### config.mk
export PLATFORM = sky130hd
export DESIGN_NAME = misaligned_access_unit
export DESIGN_NICKNAME = d
export VERILOG_FILES = /design/src/rtl/misaligned_access_unit.sv
export SDC_FILE = /design/constraint.sdc
export NUM_CORES = 1
export LEC_CHECK = 0
export ABC_CLOCK_PERIOD_IN_PS = 5400
export CORE_MARGIN = 1
export CORE_UTILIZATION = 50
export DETAILED_ROUTE_END_ITERATION = 8
export DONT_BUFFER_PORTS = 1
export GPL_ROUTABILITY_DRIVEN = 1
export PLACE_DENSITY_LB_ADDON = 0.08
export SLEW_MARGIN = 20
export SYNTH_ARGS = -nofsm -noshare
export SYNTH_HDL_FRONTEND = slang
export SYNTH_SLANG_ARGS = --single-unit
### constraint.sdc
create_clock -name clk -period 5.4 [get_ports clk]
set_clock_uncertainty 0.05 [all_clocks]
set_input_delay 1.08 -clock clk [delete_from_list [all_inputs] [get_ports clk]]
set_output_delay 1.08 -clock clk [all_outputs]
set_load 0.01 [all_outputs]
### src/rtl/misaligned_access_unit.sv
// Misaligned load/store splitter between the execute stage and a byte-addressed data memory.
// Aligned accesses pass straight through combinationally. Misaligned LW/LH/LHU/SW/SH are
// broken into N single-byte beats (N=4 for words, N=2 for halves) while stall holds the core;
// load bytes are gathered into asm_q and presented, extended, in the DONE cycle.
// Optional feature: define MISALIGN_CNT_EN to add the saturating misalignCount output.

module misaligned_access_unit #(
  parameter int unsigned ADDR_W = 10
) (
  input  logic        clk,
  input  logic        rst_n,
  input  logic [31:0] aluOut,
  input  logic [31:0] data2,
  input  logic [2:0]  func3,
  input  logic        memRead,
  input  logic        memWrite,
  input  logic [31:0] memData,
  output logic [31:0] memAddr,
  output logic [31:0] memWData,
  output logic [2:0]  memFunc3,
  output logic        memReadOut,
  output logic        memWriteOut,
  output logic [31:0] loadData,
  output logic        stall
`ifdef MISALIGN_CNT_EN
  ,
  output logic [15:0] misalignCount
`endif
);

  typedef enum logic [1:0] {StIdle, StSplit, StDone} state_e;

  localparam logic [2:0] F3Lbu = 3'b100;
  localparam logic [2:0] F3Sb  = 3'b000;
  localparam logic [2:0] F3Lh  = 3'b001;
  localparam logic [2:0] F3Lw  = 3'b010;
  localparam logic [2:0] F3Lhu = 3'b101;

  state_e      state_q;
  logic [1:0]  cnt_q;
  logic [31:0] asm_q;
  logic [2:0]  f3_q;
  logic        load_q;

  logic              is_word;
  logic              is_half;
  logic              mis;
  logic [1:0]        last_beat;
  logic [1:0]        beat;
  logic [ADDR_W-1:0] beat_low;
  logic [7:0]        store_byte;
  logic [31:0]       done_data;

  // Decode misalignment and the current beat from the live inputs.
  always_comb begin
    is_word    = (func3 == F3Lw);
    is_half    = (func3 == F3Lh) || (func3 == F3Lhu);
    mis        = (memRead ^ memWrite) &&
                 ((is_word && (aluOut[1:0] != 2'b00)) || (is_half && aluOut[0]));
    last_beat  = is_word ? 2'd3 : 2'd1;
    beat       = (state_q == StIdle) ? 2'd0 : cnt_q;
    // Beat address wraps inside the decoded window; upper bits are carried unchanged.
    beat_low   = aluOut[ADDR_W-1:0] + ADDR_W'(beat);
    store_byte = data2[{beat, 3'b000} +: 8];
  end

  // Final load value from the gathered bytes, using the width captured at split start.
  always_comb begin
    done_data = 32'h0;
    if (load_q) begin
      case (f3_q)
        F3Lw:    done_data = asm_q;
        F3Lh:    done_data = {{16{asm_q[15]}}, asm_q[15:0]};
        F3Lhu:   done_data = {16'h0, asm_q[15:0]};
        default: done_data = 32'h0;
      endcase
    end
  end

  // Memory-side outputs: pass-through by default, byte beats while splitting.
  always_comb begin
    memAddr     = aluOut;
    memWData    = data2;
    memFunc3    = func3;
    memReadOut  = memRead;
    memWriteOut = memWrite;
    loadData    = memData;
    stall       = 1'b0;
    if (!rst_n) begin
      memReadOut  = 1'b0;
      memWriteOut = 1'b0;
      loadData    = 32'h0;
    end else if ((state_q == StSplit) || ((state_q == StIdle) && mis)) begin
      stall   = 1'b1;
      memAddr = {aluOut[31:ADDR_W], beat_low};
      if (memRead) begin
        memFunc3    = F3Lbu;
        memReadOut  = 1'b1;
        memWriteOut = 1'b0;
      end else begin
        memFunc3    = F3Sb;
        memReadOut  = 1'b0;
        memWriteOut = 1'b1;
        memWData    = {24'h0, store_byte};
      end
    end else if (state_q == StDone) begin
      memReadOut  = 1'b0;
      memWriteOut = 1'b0;
      loadData    = done_data;
    end
  end

  // Split sequencer: beat counter, byte gathering and captured access kind.
  always_ff @(posedge clk or negedge rst_n) begin
    if (!rst_n) begin
      state_q <= StIdle;
      cnt_q   <= 2'd0;
      asm_q   <= 32'h0;
      f3_q    <= 3'b000;
      load_q  <= 1'b0;
    end else begin
      case (state_q)
        StIdle: begin
          if (mis) begin
            state_q <= StSplit;
            cnt_q   <= 2'd1;
            f3_q    <= func3;
            load_q  <= memRead;
            if (memRead) asm_q[7:0] <= memData[7:0];
          end
        end
        StSplit: begin
          if (memRead) asm_q[{cnt_q, 3'b000} +: 8] <= memData[7:0];
          cnt_q <= cnt_q + 2'd1;
          if (cnt_q == last_beat) state_q <= StDone;
        end
        StDone: begin
          state_q <= StIdle;
          cnt_q   <= 2'd0;
        end
        default: begin
          state_q <= StIdle;
          cnt_q   <= 2'd0;
        end
      endcase
    end
  end

`ifdef MISALIGN_CNT_EN
  logic [15:0] mis_cnt_q;

  // Count completed splits, saturating at all-ones.
  always_ff @(posedge clk or negedge rst_n) begin
    if (!rst_n) begin
      mis_cnt_q <= 16'h0;
    end else if ((state_q == StSplit) && (cnt_q == last_beat) && (mis_cnt_q != 16'hFFFF)) begin
      mis_cnt_q <= mis_cnt_q + 16'd1;
    end
  end

  assign misalignCount = mis_cnt_q;
`endif

endmodule

==> results of run 1 <==
==> cell type report <==
cell class / count / area share
clock buffer: 6 / 0.0214
clock inverter: 1 / 0.00148
inverter: 12 / 0.0133
multi-input combinational: 333 / 0.634
sequential: 40 / 0.296
tap: 80 / 0.0296
timing repair buffer: 2 / 0.00443
==> worst paths after layout <==
kind,endpoint,slack [ns],cells after the start
setup / recovery,memAddr[9],1.52,7
hold / removal,f3_q[2],0.43,0
setup reg to reg,asm_q[20],2.54,5
hold reg to reg,asm_q[26],0.44,2
max in group asynchronous,cnt_q[0],4.76,0
min in group clk,asm_q[26],0.44,2
==> worst register-to-register path: stages (launching register included) <==
cell and delay, ns:
dfrtp_1 0.80, inv_1 0.40, ha_1 0.48, nor3b_1 0.75, nand2_1 0.13, o21ai_0 0.17
==> registers in the layout (all words and copies together), names as in the netlist <==
name and count:
load_q 1, f3_q 3, state_q 2, asm_q 32, cnt_q 2
==> report_power, final <==
part	switching, mW	internal, mW	total, mW	leakage [nW]
logic	0.379	0.272	0.651	0.894
clock network	0.0993	0.0879	0.187	0.0410
registers	0.152	0.440	0.592	0.523
total	0.630	0.800	1.43	1.46
==> metal layers <==
layer  part of all wire  global-route usage
met1               0.45               0.309
met2               0.47               0.369
met3              0.064              0.0486
met4              0.017              0.0682
met5                  0                   0
==> metrics by stage <==
stage | util | hold WS [ns]
2_1_floorplan | - | 0.400
3_3_place_gp | 0.489 | 0.413
3_5_place_dp | 0.489 | 0.426
4_1_cts | 0.501 | 0.423
5_1_grt | 0.501 | 0.411
6_report | 0.501 | 0.429
==> placed cells by master, fill, tap and decap left out, types with 4 or more instances in the layout <==
| cell type | netlist | routed |
|---|---|---|
| o2111ai_1 | 6 | 6 |
| xnor2_1 | 9 | 9 |
| a2bb2oi_1 | 8 | 8 |
| ha_1 | 7 | 7 |
| clkbuf_8 | 0 | 5 |
| mux2_2 | 12 | 12 |
| o21ai_0 | 50 | 50 |
| mux2i_1 | 9 | 9 |
| inv_1 | 12 | 12 |
| nand2_1 | 84 | 84 |
| and3_1 | 6 | 6 |
| a22oi_1 | 24 | 24 |
| and2_1 | 43 | 43 |
| dfrtp_1 | 40 | 40 |
| nor2_1 | 4 | 4 |
| a21oi_1 | 17 | 17 |
| nor2b_1 | 22 | 22 |
==> logic make-up (layout without fill, tap and decap cells) <==
logic type | count (synthesis) | count (layout)
buf+inv | 64 | 21
fa+ha+maj | 8 | 8
mux | 24 | 24
compound gates | 115 | 115
xor+xnor | 10 | 10
flops | 40 | 40
simple gates | 176 | 176
==> synthesized netlist by cell type, drive strengths merged, types with 2 or more instances <==
master,count
nand3,3
nand2,84
buf,33
clkbuf,19
dfrtp,40
o21ai,52
and2,44
a22oi,24
nor3,2
a2bb2oi,8
xnor2,9
nor3b,5
inv,12
and3,6
o2111ai,6
ha,7
a21oi,17
mux2i,9
nor2,4
nor2b,22
mux2,15
==> flow_summary.json, run 1 <==
{
  "clock-sinks": 40,
  "synth_top_family_by_area": "simple AND/OR/NAND/NOR gates",
  "hold_viol": 0,
  "grt_usage": 0.229,
  "rsz0062_at_grt": "false",
  "yosysWarnings": 0,
  "pwr_density_cell_nw_per_um2": 422,
  "place.gp.congestion": 0.743,
  "crit_buf_inv": 1,
  "h-tree-depth": 2,
  "irDropWorstVdd_mv": 0.158,
  "clock_latency_ns": 0.29,
  "final_cells": 474,
  "tightest_slew_ns": 0.903,
  "cts_root_buffer": "clkbuf_8",
  "holdBufCountCts": 0,
  "rows": 30,
  "critPathMaxStageDelay_ns": 0.80,
  "syn_inst": 437,
  "syn_nets": 548,
  "fin_crit_ns": 3.88,
  "ys_dominant_reg_cell": "dfrtp_1",
  "viasPerCell": 5.99,
  "setup_slack_ns": 1.52,
  "finalPower_mw": 1.43,
  "cp_max_fo": 20,
  "area.sequential_um2": 1000,
  "synth.mux.area_fraction": 0.0776,
  "coreArea_um2": 6760,
  "post_cts_buffers": 0,
  "clk_pin_slew_worst_paths_ns": 0.07,
  "dpl_worst_slack_ns": 1.80,
  "wirelength_um": 8260,
  "dpl.hpwl_um": 6040,
  "cts_tree": "built",
  "grt_pass1_vias": 2651,
  "synth_compound_area_frac": 0.214,
  "dr.first_iter.drc_count": 134,
  "cts_buffer_depth": 2,
  "maxCapViolCount": 0,
  "fin_nets": 505,
  "post_cts_resized": 0,
  "synth_top_area_frac": 0.288,
  "critPathRequiredTime_ns": 4.27,
  "vias": 2838,
  "worst_setup_path_end_kind": "output pin",
  "port_buffers": 0,
  "stdcell_area_um2": 3390,
  "grt_overflow_total": 0,
  "post_drt_wl_per_cell_um": 17.4,
  "grt_pass1_wl_um": 13300,
  "synth_seq_cells": 40,
  "die_height_um": 85.4,
  "cp-start-kind": "flip-flop",
  "antenna_found_initial": 0,
  "yosysTopAreaCell": "dfrtp_1",
  "synthTopCellsByArea": "dfrtp_1 29%, nand2_1 9.1%, and2_1 7.7%, o21ai_0 7.2%, a22oi_1 5.2%",
  "drc": 0,
  "synth_adder_area_share": 0.0309,
  "post_dp_cell_area_um2": 3300,
  "antenna_left": 0,
  "final.period_utilization": 0.719,
  "path_cells": "inv_1 -> nor2_1 -> ha_1 -> a21o_1 -> and3_1 -> o2111ai_1 -> xnor2_1",
  "multi_input_area_um2": 2150,
  "n_antenna_cell": 0,
  "syn_avg_cell_area_um2": 7.97,
  "maxSlewViolCount": 0,
  "dr.pass1.iters": 4,
  "path_delay_family": "flip-flops",
  "r2r-start": "cnt_q[1]",
  "synthSimpleGateAreaFrac": 0.266,
  "ys_seq_area_frac": 0.288,
  "dieWidth_um": 85.4,
  "die_area_um2": 7300,
  "yosysUniqueCellTypes": 45,
  "dp_cells": 467,
  "crit_path_start": "cnt_q[1]",
  "relSlewSlack": 0.393,
  "ys_async_sr_fraction": 1.00,
  "fmax_mhz": 257,
  "setup_viol": 0,
  "cpMaxStageDelayCell": "dfrtp_1",
  "synth_edf_count": 0,
  "synth_area_um2": 3480,
  "syn2layout_area_growth_pct": -2.70,
  "critPathArrivalTime_ns": 2.75,
  "crit_type": "flip-flop to output pin",
  "numCtsBuffers": 5,
  "io_pins": 205,
  "drive_gt1_frac": 0.0863,
  "final.setup.tns_ns": 0,
  "initial_core_util": 0.515,
  "synth_xor_area_frac": 0.0252,
  "p_leak_nw": 1.46,
  "hold_class": "input port to asynchronous set/reset pin",
  "grt_max_degree": 77,
  "status": "complete, no violations",
  "n_fill_cell": 675
}
(Power assumes the default switching activity.)
==> run 2, diff against run 1 <==
Settings changed: ABC_CLOCK_PERIOD_IN_PS 5400 to 3900.
Clock period 5.4 ns to 3.9 ns, I/O delays scaled along.
==> flow_summary.json, run 2 (synthesis results as in run 1) <==
{
  "relSlewSlack": 0.340,
  "critPathArrivalTime_ns": 2.37,
  "drive_gt1_frac": 0.0955,
  "n_antenna_cell": 0,
  "cpMaxStageDelayCell": "dfrtp_1",
  "maxSlewViolCount": 0,
  "grt_pass1_wl_um": 13200,
  "stdcell_area_um2": 3450,
  "fin_nets": 508,
  "grt_max_degree": 77,
  "antenna_left": 0,
  "rows": 30,
  "post_cts_buffers": 0,
  "path_delay_family": "simple AND/OR/NAND/NOR gates",
  "cts_tree": "built",
  "io_pins": 205,
  "status": "complete, no violations",
  "final.setup.tns_ns": 0,
  "dr.pass1.iters": 4,
  "whs_ns": 0.117,
  "path_cells": "nor2_1 -> nor2_1 -> ha_1 -> fa_1 -> and2_1 -> o2111ai_1 -> xnor2_1",
  "dr.first_iter.drc_count": 104,
  "holdBufCountCts": 0,
  "final_cells": 478,
  "fin_crit_ns": 3.20,
  "numCtsBuffers": 5,
  "p_leak_nw": 1.49,
  "layout_commonest_cell": "nand2_1",
  "critPathMaxStageDelay_ns": 0.50,
  "largest_reg_flops": 32,
  "clock_latency_ns": 0.30,
  "die_height_um": 85.4,
  "post_cts_resized": 0,
  "die_area_um2": 7300,
  "cp_max_fo": 10,
  "tightest_slew_ns": 0.981,
  "top_regs": "asm_q (32), f3_q (3)",
  "wirelength_um": 8250,
  "final.period_utilization": 0.820,
  "initial_core_util": 0.515,
  "grt_overflow_total": 0,
  "crit_type": "flip-flop to output pin",
  "place.gp.congestion": 0.771,
  "grt_pass1_vias": 2684,
  "rr_worst_depth": 5,
  "pwr_density_cell_nw_per_um2": 609,
  "grt_usage": 0.227,
  "viasPerCell": 5.97,
  "coreArea_um2": 6760,
  "rsz0062_at_grt": "false",
  "irDropWorstVdd_mv": 0.256,
  "regMostFlops": "asm_q",
  "worst_setup_path_end_kind": "output pin",
  "mostFrequentLayoutCells": "84 x nand2_1, 50 x o21ai_0, 43 x and2_1, 40 x dfrtp_1, 24 x a22oi_1",
  "h-tree-depth": 2,
  "crit_buf_inv": 0,
  "finalPower_mw": 2.10,
  "clk_pin_slew_worst_paths_ns": 0.08,
  "hold_viol": 0,
  "cp_common_cell": "nor2_1",
  "drc": 0,
  "cts_buffer_depth": 2,
  "critPathRequiredTime_ns": 3.07,
  "r2r_end": "asm_q[2]",
  "post_drt_wl_per_cell_um": 17.3,
  "vias": 2852,
  "port_buffers": 0,
  "dpl.hpwl_um": 6060,
  "post_dp_cell_area_um2": 3330,
  "dieWidth_um": 85.4,
  "maxCapViolCount": 0,
  "r2r-start": "cnt_q[1]",
  "setup_viol": 0,
  "fmax_mhz": 313,
  "cp-start-kind": "flip-flop",
  "hold_class": "input port to asynchronous set/reset pin",
  "clock-sinks": 40,
  "syn2layout_area_growth_pct": -0.934,
  "r2r_setup_slack_ns": 1.57,
  "cts_root_buffer": "clkbuf_8",
  "dp_cells": 470,
  "antenna_found_initial": 0
}
## run 2: metal layers
metal  up-vias  routed length (um)  track usage
li1       1400                   -            -
met1      1320                3690        0.308
met2       114                3910        0.371
met3        18                 547       0.0486
met4         0                 106       0.0591
met5         -                   0            0
## run 2: where the power goes
| part | switching (mW) | total (mW) | internal [mW] |
|---|---|---|---|
| registers | 0.140 | 0.751 | 0.611 |
| clock network | 0.152 | 0.361 | 0.209 |
| logic | 0.597 | 0.987 | 0.391 |
| total | 0.888 | 2.10 | 1.21 |
## run 2: metrics by stage
step	worst slack, ns	util
floorplan	0.842	-
global placement	0.997	0.492
detailed placement	0.967	0.492
CTS	0.695	0.510
global route	0.495	0.510
finish	0.702	0.510
## run 2: how the worst max path moves through the flow
stage                     from           end  depth (start not counted)
floorplan             cnt_q[1]    memAddr[9]                         10
global placement      func3[2]  memWData[14]                          4
detailed placement    func3[2]  memWData[13]                          4
CTS                 state_q[1]    memAddr[8]                          7
global route        state_q[1]    memAddr[9]                          7
finish              state_q[1]    memAddr[8]                          7
## run 2: area by class of cell
type	instances	area (um^2)
multi-input combinational	333	2140
fill	647	3310
inverter	12	45.0
clock buffer	6	82.6
clock inverter	2	38.8
sequential	40	1000
timing repair buffer	5	37.5
tap	80	100
==> run 3, diff against run 2 <==
Settings changed: ABC_CLOCK_PERIOD_IN_PS 3900 to 3300.
Clock period 3.9 ns to 3.3 ns, I/O delays scaled along.
==> flow_summary.json, run 3 (synthesis results as in run 1) <==
{
  "drive_gt1_frac": 0.107,
  "cts_tree": "built",
  "clock-sinks": 40,
  "irDropWorstVdd_mv": 0.269,
  "h-tree-depth": 2,
  "clk_pin_slew_worst_paths_ns": 0.08,
  "place.gp.congestion": 0.777,
  "hold_class": "input port to asynchronous set/reset pin",
  "r2r_setup_slack_ns": 1.18,
  "io_pins": 205,
  "final_cells": 483,
  "p_leak_nw": 1.52,
  "n_fill_cell": 667,
  "dp_cells": 474,
  "crit_path_start": "state_q[1]",
  "setup_viol": 0,
  "dr.first_iter.drc_count": 159,
  "stdcell_area_um2": 3500,
  "cp-start-kind": "flip-flop",
  "tightest_slew_ns": 0.914,
  "layout_commonest_cell": "nand2_1",
  "syn2layout_area_growth_pct": 0.647,
  "maxCapViolCount": 0,
  "cp_max_fo": 10,
  "fmax_mhz": 334,
  "critPathRequiredTime_ns": 2.59,
  "fin_crit_ns": 2.99,
  "hold_viol": 0,
  "die_height_um": 85.4,
  "mostFrequentLayoutCells": "84 x nand2_1, 50 x o21ai_0, 43 x and2_1, 40 x dfrtp_1, 24 x a22oi_1",
  "coreArea_um2": 6760,
  "relSlewSlack": 0.390,
  "final.period_utilization": 0.907,
  "rr_worst_depth": 6,
  "regMostFlops": "asm_q",
  "port_buffers": 0,
  "wirelength_um": 8550,
  "critPathArrivalTime_ns": 2.28,
  "antenna_left": 0,
  "maxSlewViolCount": 0,
  "post_dp_cell_area_um2": 3360,
  "die_area_um2": 7300,
  "cts_root_buffer": "clkbuf_8",
  "drc": 0,
  "final.setup.tns_ns": 0,
  "rsz0062_at_grt": "false",
  "cts_buffer_depth": 2,
  "vias": 2872,
  "pwr_density_cell_nw_per_um2": 724,
  "clock_latency_ns": 0.29,
  "status": "complete, no violations",
  "grt_overflow_total": 0,
  "dr.pass1.iters": 4,
  "dpl.hpwl_um": 6080,
  "crit_type": "flip-flop to output pin",
  "grt_pass1_wl_um": 13700,
  "grt_pass1_vias": 2713,
  "numCtsBuffers": 5,
  "viasPerCell": 5.95,
  "grt_max_degree": 41,
  "r2r-start": "cnt_q[1]",
  "worst_setup_path_end_kind": "output pin",
  "r2r_end": "asm_q[30]",
  "largest_reg_flops": 32,
  "dieWidth_um": 85.4,
  "antenna_found_initial": 0,
  "n_antenna_cell": 0,
  "post_drt_wl_per_cell_um": 17.7,
  "initial_core_util": 0.515,
  "fin_nets": 513,
  "post_cts_resized": 0,
  "finalPower_mw": 2.54,
  "rows": 30,
  "final_util": 0.519,
  "top_regs": "asm_q (32), f3_q (3)",
  "grt_usage": 0.236
}
## run 3: cell types whose count changed in the layout (fill, tap and decap cells not counted)
cell / delta
buf_4: +4
clkbuf_8: +1
buf_12: +1
clkinv_4: -1
## run 3: final cells by class
type / instances / area [um^2] / share of cell area
inverter: 12 / 45.0 / 0.0129
tap: 80 / 100 / 0.0286
multi-input combinational: 333 / 2140 / 0.612
clock buffer: 7 / 96.3 / 0.0275
sequential: 40 / 1000 / 0.286
timing repair buffer: 10 / 87.6 / 0.0250
clock inverter: 1 / 30.0 / 0.00857
## run 3: worst max path at each step
| stage | slack [ns] | end |
|---|---|---|
| floorplan | 0.36 | memAddr[9] |
| global placement | 0.64 | memWData[14] |
| detailed placement | 0.61 | memWData[15] |
| CTS | 0.31 | memAddr[9] |
| global route | 0.14 | memAddr[9] |
| finish | 0.31 | memAddr[8] |
## run 3: critical path, stage by stage, from the launching register on
cell	delay [ns]
dfrtp_1	0.49
nor2_1	0.33
nor2_1	0.08
ha_1	0.22
fa_1	0.37
and2_1	0.18
o2111ai_1	0.11
xnor2_1	0.21
## run 3: where the power goes
part / switching (mW) / total [mW] / leakage, nW / internal, mW
registers: 0.159 / 0.881 / 0.523 / 0.721
logic: 0.729 / 1.21 / 0.936 / 0.484
clock network: 0.175 / 0.442 / 0.0645 / 0.267
## run 3: per-stage QoR
stage	setup WS, ns	hold slack, ns
3_5_place_dp	0.615	0.316
4_1_cts	0.305	0.158
5_1_grt	0.141	0.161
2_1_floorplan	0.362	0.314
3_3_place_gp	0.636	0.315
6_report	0.306	0.158
## run 3: per-layer routing
metal	share of wire	global-route usage	up-vias
met5	0	0	-
met3	0.066	0.0535	15
met2	0.47	0.385	119
met4	0.011	0.0530	0
met1	0.46	0.321	1329
li1	-	-	1409
## run 3: repair_timing
item | in CTS | in global routing
hold buffers | 1 | 0
buffers inserted | 0 | 0
hold endpoints to repair | 40 | 0
